## config.mk

```make
export PLATFORM = sky130hd
export DESIGN_NAME = multi_period_ctrl
export DESIGN_NICKNAME = d
export VERILOG_FILES = /design/src/rtl/multi_period_ctrl.sv
export SDC_FILE = /design/constraint.sdc
export NUM_CORES = 1
export LEC_CHECK = 0
export BUFFER_PORTS_ARGS = -buffer_cell sky130_fd_sc_hd__clkbuf_2
export CORE_MARGIN = 2
export CORE_UTILIZATION = 49
export CTS_CLUSTER_SIZE = 14
export DETAILED_ROUTE_END_ITERATION = 16
export PLACE_DENSITY = 0.79
export SLEW_MARGIN = 20
export SYNTH_ARGS = -nofsm -noshare
export SYNTH_HDL_FRONTEND = slang
export SYNTH_SLANG_ARGS = --single-unit
```

## constraint.sdc

```tcl
create_clock -name clk -period 2.15 [get_ports clk]
set_input_delay 0.43 -clock clk [delete_from_list [all_inputs] [get_ports clk]]
set_output_delay 0.43 -clock clk [all_outputs]
set_load 0.02 [all_outputs]
```

## src/rtl/multi_period_ctrl.sv

```systemverilog
// ---------------------------------------------------------------------------
// multi_period_ctrl
//   Control unit for a classic multi-cycle MIPS-style datapath.
//   Moore FSM: every datapath control is decoded from the current state, with
//   mem_ready used only to qualify the FETCH register-write strobes. A
//   counter of retired (completed) instructions is kept alongside.
//
// Parameters
//   CNT_W           width of the retired-instruction counter (wraps)
//   HALT_ON_ILLEGAL 1: unknown opcode -> HALT, 0: unknown opcode is a NOP
//
// Ports
//   clk            clock, all state changes on its rising edge
//   rst            asynchronous, active-low reset
//   opcode[5:0]    instr[31:26] from the instruction register
//   mem_ready      memory completes the current access this cycle
//   pc_write .. alu_src_a   1-bit datapath controls
//   alu_src_b[1:0] ALU B mux select
//   alu_op[1:0]    00 add, 01 sub, 10 use funct field
//   pc_source[1:0] 00 ALU, 01 ALUOut, 10 jump target
//   state[3:0]     current state encoding
//   halted         high while in HALT
//   retired        count of completed instructions
// ---------------------------------------------------------------------------
module multi_period_ctrl #(
    parameter int CNT_W           = 16,
    parameter int HALT_ON_ILLEGAL = 1
) (
    input  logic             clk,
    input  logic             rst,
    input  logic [5:0]       opcode,
    input  logic             mem_ready,
    output logic             pc_write,
    output logic             pc_write_cond,
    output logic             i_or_d,
    output logic             mem_read,
    output logic             mem_write,
    output logic             ir_write,
    output logic             mem_to_reg,
    output logic             reg_dst,
    output logic             reg_write,
    output logic             alu_src_a,
    output logic [1:0]       alu_src_b,
    output logic [1:0]       alu_op,
    output logic [1:0]       pc_source,
    output logic [3:0]       state,
    output logic             halted,
    output logic [CNT_W-1:0] retired
);

    typedef enum logic [3:0] {
        S_FETCH    = 4'd0,
        S_DECODE   = 4'd1,
        S_MEM_ADDR = 4'd2,
        S_MEM_RD   = 4'd3,
        S_MEM_WB   = 4'd4,
        S_MEM_WR   = 4'd5,
        S_EXEC     = 4'd6,
        S_R_WB     = 4'd7,
        S_BRANCH   = 4'd8,
        S_JUMP     = 4'd9,
        S_ADDI_EX  = 4'd10,
        S_ADDI_WB  = 4'd11,
        S_HALT     = 4'd12
    } state_t;

    localparam logic [5:0] OP_RTYPE = 6'b000000;
    localparam logic [5:0] OP_LW    = 6'b100011;
    localparam logic [5:0] OP_SW    = 6'b101011;
    localparam logic [5:0] OP_BEQ   = 6'b000100;
    localparam logic [5:0] OP_J     = 6'b000010;
    localparam logic [5:0] OP_ADDI  = 6'b001000;

    localparam logic [CNT_W-1:0] CNT_ONE = CNT_W'(1);

    state_t           state_reg;
    logic [CNT_W-1:0] retired_reg;

    // Next-state and retire counting. The counter bumps on exactly the
    // edges that return to FETCH after completing an instruction; a reset
    // mid-instruction clears everything, so abandoned work is never counted.
    always_ff @(posedge clk or negedge rst) begin
        if (!rst) begin
            state_reg   <= S_FETCH;
            retired_reg <= '0;
        end else begin
            case (state_reg)
                S_FETCH: begin
                    if (mem_ready) state_reg <= S_DECODE;
                end
                S_DECODE: begin
                    case (opcode)
                        OP_RTYPE:     state_reg <= S_EXEC;
                        OP_LW, OP_SW: state_reg <= S_MEM_ADDR;
                        OP_BEQ:       state_reg <= S_BRANCH;
                        OP_J:         state_reg <= S_JUMP;
                        OP_ADDI:      state_reg <= S_ADDI_EX;
                        default: begin
                            if (HALT_ON_ILLEGAL != 0) begin
                                state_reg <= S_HALT;
                            end else begin
                                // unknown opcode retires as a NOP
                                state_reg   <= S_FETCH;
                                retired_reg <= retired_reg + CNT_ONE;
                            end
                        end
                    endcase
                end
                S_MEM_ADDR: begin
                    // opcode is re-sampled here; anything but sw is a load
                    if (opcode == OP_SW) state_reg <= S_MEM_WR;
                    else                 state_reg <= S_MEM_RD;
                end
                S_MEM_RD: begin
                    if (mem_ready) state_reg <= S_MEM_WB;
                end
                S_MEM_WR: begin
                    if (mem_ready) begin
                        state_reg   <= S_FETCH;
                        retired_reg <= retired_reg + CNT_ONE;
                    end
                end
                S_EXEC:    state_reg <= S_R_WB;
                S_ADDI_EX: state_reg <= S_ADDI_WB;
                S_MEM_WB, S_R_WB, S_BRANCH, S_JUMP, S_ADDI_WB: begin
                    state_reg   <= S_FETCH;
                    retired_reg <= retired_reg + CNT_ONE;
                end
                S_HALT:  state_reg <= S_HALT;
                default: state_reg <= S_FETCH;
            endcase
        end
    end

    // Controls are decoded straight from the state register so that they are
    // valid in the very first FETCH cycle after reset and track mem_ready in
    // the same cycle (the FETCH write strobes depend on it).
    always_comb begin
        pc_write      = 1'b0;
        pc_write_cond = 1'b0;
        i_or_d        = 1'b0;
        mem_read      = 1'b0;
        mem_write     = 1'b0;
        ir_write      = 1'b0;
        mem_to_reg    = 1'b0;
        reg_dst       = 1'b0;
        reg_write     = 1'b0;
        alu_src_a     = 1'b0;
        alu_src_b     = 2'b00;
        alu_op        = 2'b00;
        pc_source     = 2'b00;
        halted        = 1'b0;
        case (state_reg)
            S_FETCH: begin
                mem_read  = 1'b1;
                alu_src_b = 2'b01;
                // IR and PC only latch when the instruction word has arrived
                ir_write  = mem_ready;
                pc_write  = mem_ready;
            end
            S_DECODE: begin
                alu_src_b = 2'b11;
            end
            S_MEM_ADDR, S_ADDI_EX: begin
                alu_src_a = 1'b1;
                alu_src_b = 2'b10;
            end
            S_MEM_RD: begin
                mem_read = 1'b1;
                i_or_d   = 1'b1;
            end
            S_MEM_WB: begin
                reg_write  = 1'b1;
                mem_to_reg = 1'b1;
            end
            S_MEM_WR: begin
                mem_write = 1'b1;
                i_or_d    = 1'b1;
            end
            S_EXEC: begin
                alu_src_a = 1'b1;
                alu_op    = 2'b10;
            end
            S_R_WB: begin
                reg_write = 1'b1;
                reg_dst   = 1'b1;
            end
            S_BRANCH: begin
                alu_src_a     = 1'b1;
                alu_op        = 2'b01;
                pc_write_cond = 1'b1;
                pc_source     = 2'b01;
            end
            S_JUMP: begin
                pc_write  = 1'b1;
                pc_source = 2'b10;
            end
            S_ADDI_WB: begin
                reg_write = 1'b1;
            end
            S_HALT: begin
                halted = 1'b1;
            end
            default: ;
        endcase
    end

    assign state   = state_reg;
    assign retired = retired_reg;

endmodule

```

==> run_results.csv <==
group,metric,value,unit
power,p_int,1.05,mW
yosys,syn_area_per_cell,9.18,um^2
power,vdd_drop_max,0.870,mV
setup_path,rrSetupSlack,0.32,ns
floorplan,die_x,54.8,um
final_layout,largest_register_ffs,16,
sta,fmax,489,MHz
final_layout,layout.area.seq,504,um^2
clock_tree,numCtsBuffers,3,
global_routing,met3_usage,0.0328,
final_layout,nets,193,
drt,route.detailed.drc,0,
sta,slew_headroom,0.687,
final_layout,drive_gt1_frac,0.352,
sta,worst_slack,0.103,ns
drt,wl_per_cell,13.9,um
final_layout,areaGrowthSynthToFinish,25.1,%
sta,worstMarginPinSlew,0.469,ns
placed_design,placed_area,1520,um^2
placed_design,hpwl,2.15,mm
clock_tree,clk_latency,0.31,ns
final_layout,utilization,0.645,
sta,finalMaxSlewViolations,0,
drt,avgViaCountPerCell,5.80,
global_routing,grt_pass1_wl,4.33,mm
sta,clock_skew,0.00650,ns
floorplan,start_util,0.516,
clock_tree,ctsHtreeMaxLevel,1,
global_routing,grt_max_degree,21,
power,clock_power_share,0.156,
worst_hold_path,holdCritPathClass,"in2async",
clock_tree,clk_pin_slew,0.12,ns
setup_path,cp.required,1.72,ns
job,cap_viol_max_count,0,
clock_tree,tritoncts,"yes",
sta,post-route-period-util,0.952,
setup_path,endpoint_kind,"primary output",
sta,final_hold_viol_count,0,
setup_path,worstPathMaxFanout,16,
placed_design,gp_congestion,0.867,
power,p_per_area,1250,nW/um^2
clock_tree,cts_buffer_depth,2,
final_layout,stdcell_area,1580,um^2
drt,first_iter_violations,37,
power,combPwrFrac,0.526,
placed_design,dp_slack,0.296,ns
setup_path,r2r_cells,5,
run_status,status,"finished clean",
sta,finalSetupTns,0,ns
yosys,yosys_warnings,0,
drt,drtAntennaViolNets,0,
clock_tree,cts.sinks,20,
setup_path,crit_arrival,1.62,ns
global_routing,grt_pass1_vias,984,
setup_path,start_kind,"flip-flop",
sta,setup_viol,0,
final_layout,multi_input_area,723,um^2
yosys,yosysUniqueCellTypes,37,
yosys,synth-seq-cells,20,
floorplan,dieArea,3010,um^2
yosys,syn-num-nets,148,
clock_tree,hold_buffers,0,
final_layout,antennaDiodeCount,0,
sta,rsz0062_at_grt,"no",
global_routing,grt_busiest_layer,"met2",
global_routing,antenna_found_initial,0,
setup_path,crit_type,"reg2out",
power,swShare,0.469,
sta,fin_crit,2.05,ns
power,switchingPower,930,uW
placed_design,portBuffers,45,
yosys,synth_area,1270,um^2
floorplan,fp.coreArea,2450,um^2
drt,dr.pass1.iters,4,
yosys,postSynthCellCount,138,
clock_tree,clockRootBuffer,"clkbuf_4",
global_routing,grtUsageMet2,0.315,
global_routing,gr-usage-met1,0.293,
power,leakage,0.708,nW
yosys,ys_seq_area_frac,0.395,
global_routing,grt_overflow_total,0,
floorplan,ios,46,
floorplan,rows,18,
global_routing,gr-usage-all-layers,0.202,
floorplan,die_y,54.8,um
final_layout,fillers,207,
power,p_seq_frac,0.318,
drt,drt_wl_total,2.94,mm
drt,dr_total_vias,1229,
path summary, 6_finish.rpt:
kind | startpoint | to
worst max-delay path | state[0] | pc_write
worst min-delay path | rst | retired[14]
worst max register to register | state[0] | retired[1]
worst min register to register | retired[15] | retired[15]
max in group asynchronous | rst | state[2]
min in group clk | retired[15] | retired[15]
routing by layer:
metal / vias up / routed length [um] / share of wire
met5: - / 0 / 0
met4: 0 / 17 / 0.0058
met3: 2 / 157 / 0.053
met2: 40 / 1430 / 0.49
met1: 590 / 1330 / 0.45
li1: 597 / - / -
worst max-delay path, cell delays in order, from the launching register on:
cell and delay (ns):
dfrtp_2 0.47, buf_4 0.20, nand2b_1 0.13, nor2_1 0.06
or2_2 0.28, clkbuf_2 0.15
synthesized netlist by cell type:
library cell	number	share of area
nand3_1	5	0.020
and2_0	1	0.0049
and2_1	1	0.0049
mux2_2	2	0.018
o211ai_1	2	0.012
a21oi_1	1	0.0039
nor3_1	9	0.036
o22a_1	1	0.0069
buf_1	1	0.0030
nand2b_1	6	0.030
nor2b_1	4	0.020
buf_2	1	0.0039
o221ai_1	2	0.014
xor2_1	1	0.0069
nor2_1	9	0.027
dfrtp_1	20	0.40
a22oi_1	2	0.012
o21bai_1	1	0.0059
clkbuf_1	6	0.018
nor4b_1	2	0.014
nand2_1	9	0.027
and4_1	2	0.014
o311ai_0	1	0.0069
or2_2	2	0.0099
nand4_1	11	0.054
nor3b_1	2	0.012
a2111oi_4	1	0.022
ha_1	1	0.0099
buf_6	1	0.0089
buf_4	1	0.0059
nor2_2	1	0.0049
xnor2_1	15	0.10
and3_1	4	0.020
a41oi_1	1	0.0069
o32ai_1	1	0.0069
o21ai_0	6	0.024
nor4_1	2	0.0099
cell type report:
class / instances / share of cell area
Timing Repair Buffer: 50 / 0.168
Tap cell: 30 / 0.0237
Sequential cell: 20 / 0.318
Multi-Input combinational cell: 108 / 0.457
Clock inverter: 1 / 0.0190
Clock buffer: 3 / 0.0142
cells by family after synthesis:
logic type,after synthesis,synth area share
simple gates,70,0.306
fa+ha+maj,1,0.00988
buf+inv,10,0.0395
flops,20,0.395
compound gates,19,0.121
mux,2,0.0178
xor+xnor,16,0.111
power groups by stage:
stage / sequential, mW / clock, mW / combinational [mW]
finish: 0.631 / 0.308 / 1.04
global route: 0.654 / 0.328 / 1.13
CTS: 0.621 / 0.313 / 1.03
detailed placement: 0.629 / 0 / 1.03
global placement: 0.613 / 0 / 1.01
floorplan: 0.653 / 0 / 0.697
cells in the final DEF, fill, tap and decap left out, drive strengths merged:
master and instances:
and4 2, o311ai 1, a21oi 1, nor2 10, a41oi 1, nand3 5
bufinv 1, o21bai 1, o221ai 2, ha 1, o22a 1, o211ai 2
nand2b 6, dfrtp 20, nor4 2, nor4b 2, a2111oi 1, or2 2
nor3 9, nand2 9, nand4 11, buf 5, o21ai 6, mux2 2
o32ai 1, clkbuf 48, xor2 1, xnor2 15, nor2b 4, a22oi 2
and2 2, and3 4, nor3b 2
stage by stage:
| step | total power [mW] | std cells | hold WS [ns] |
|---|---|---|---|
| floorplan | 1.35 | 138 | 0.134 |
| global placement | 1.62 | 208 | 0.401 |
| detailed placement | 1.66 | 208 | 0.403 |
| CTS | 1.97 | 212 | 0.0621 |
| global route | 2.11 | 212 | 0.0736 |
| finish | 1.98 | 212 | 0.0483 |
what timing repair did:
item                                   CTS  global route
resized for setup                        1             5
buffers inserted                         0             0
endpoints found under the hold margin    0             0
setup endpoints to repair                1             2
(Power assumes the default switching activity.)
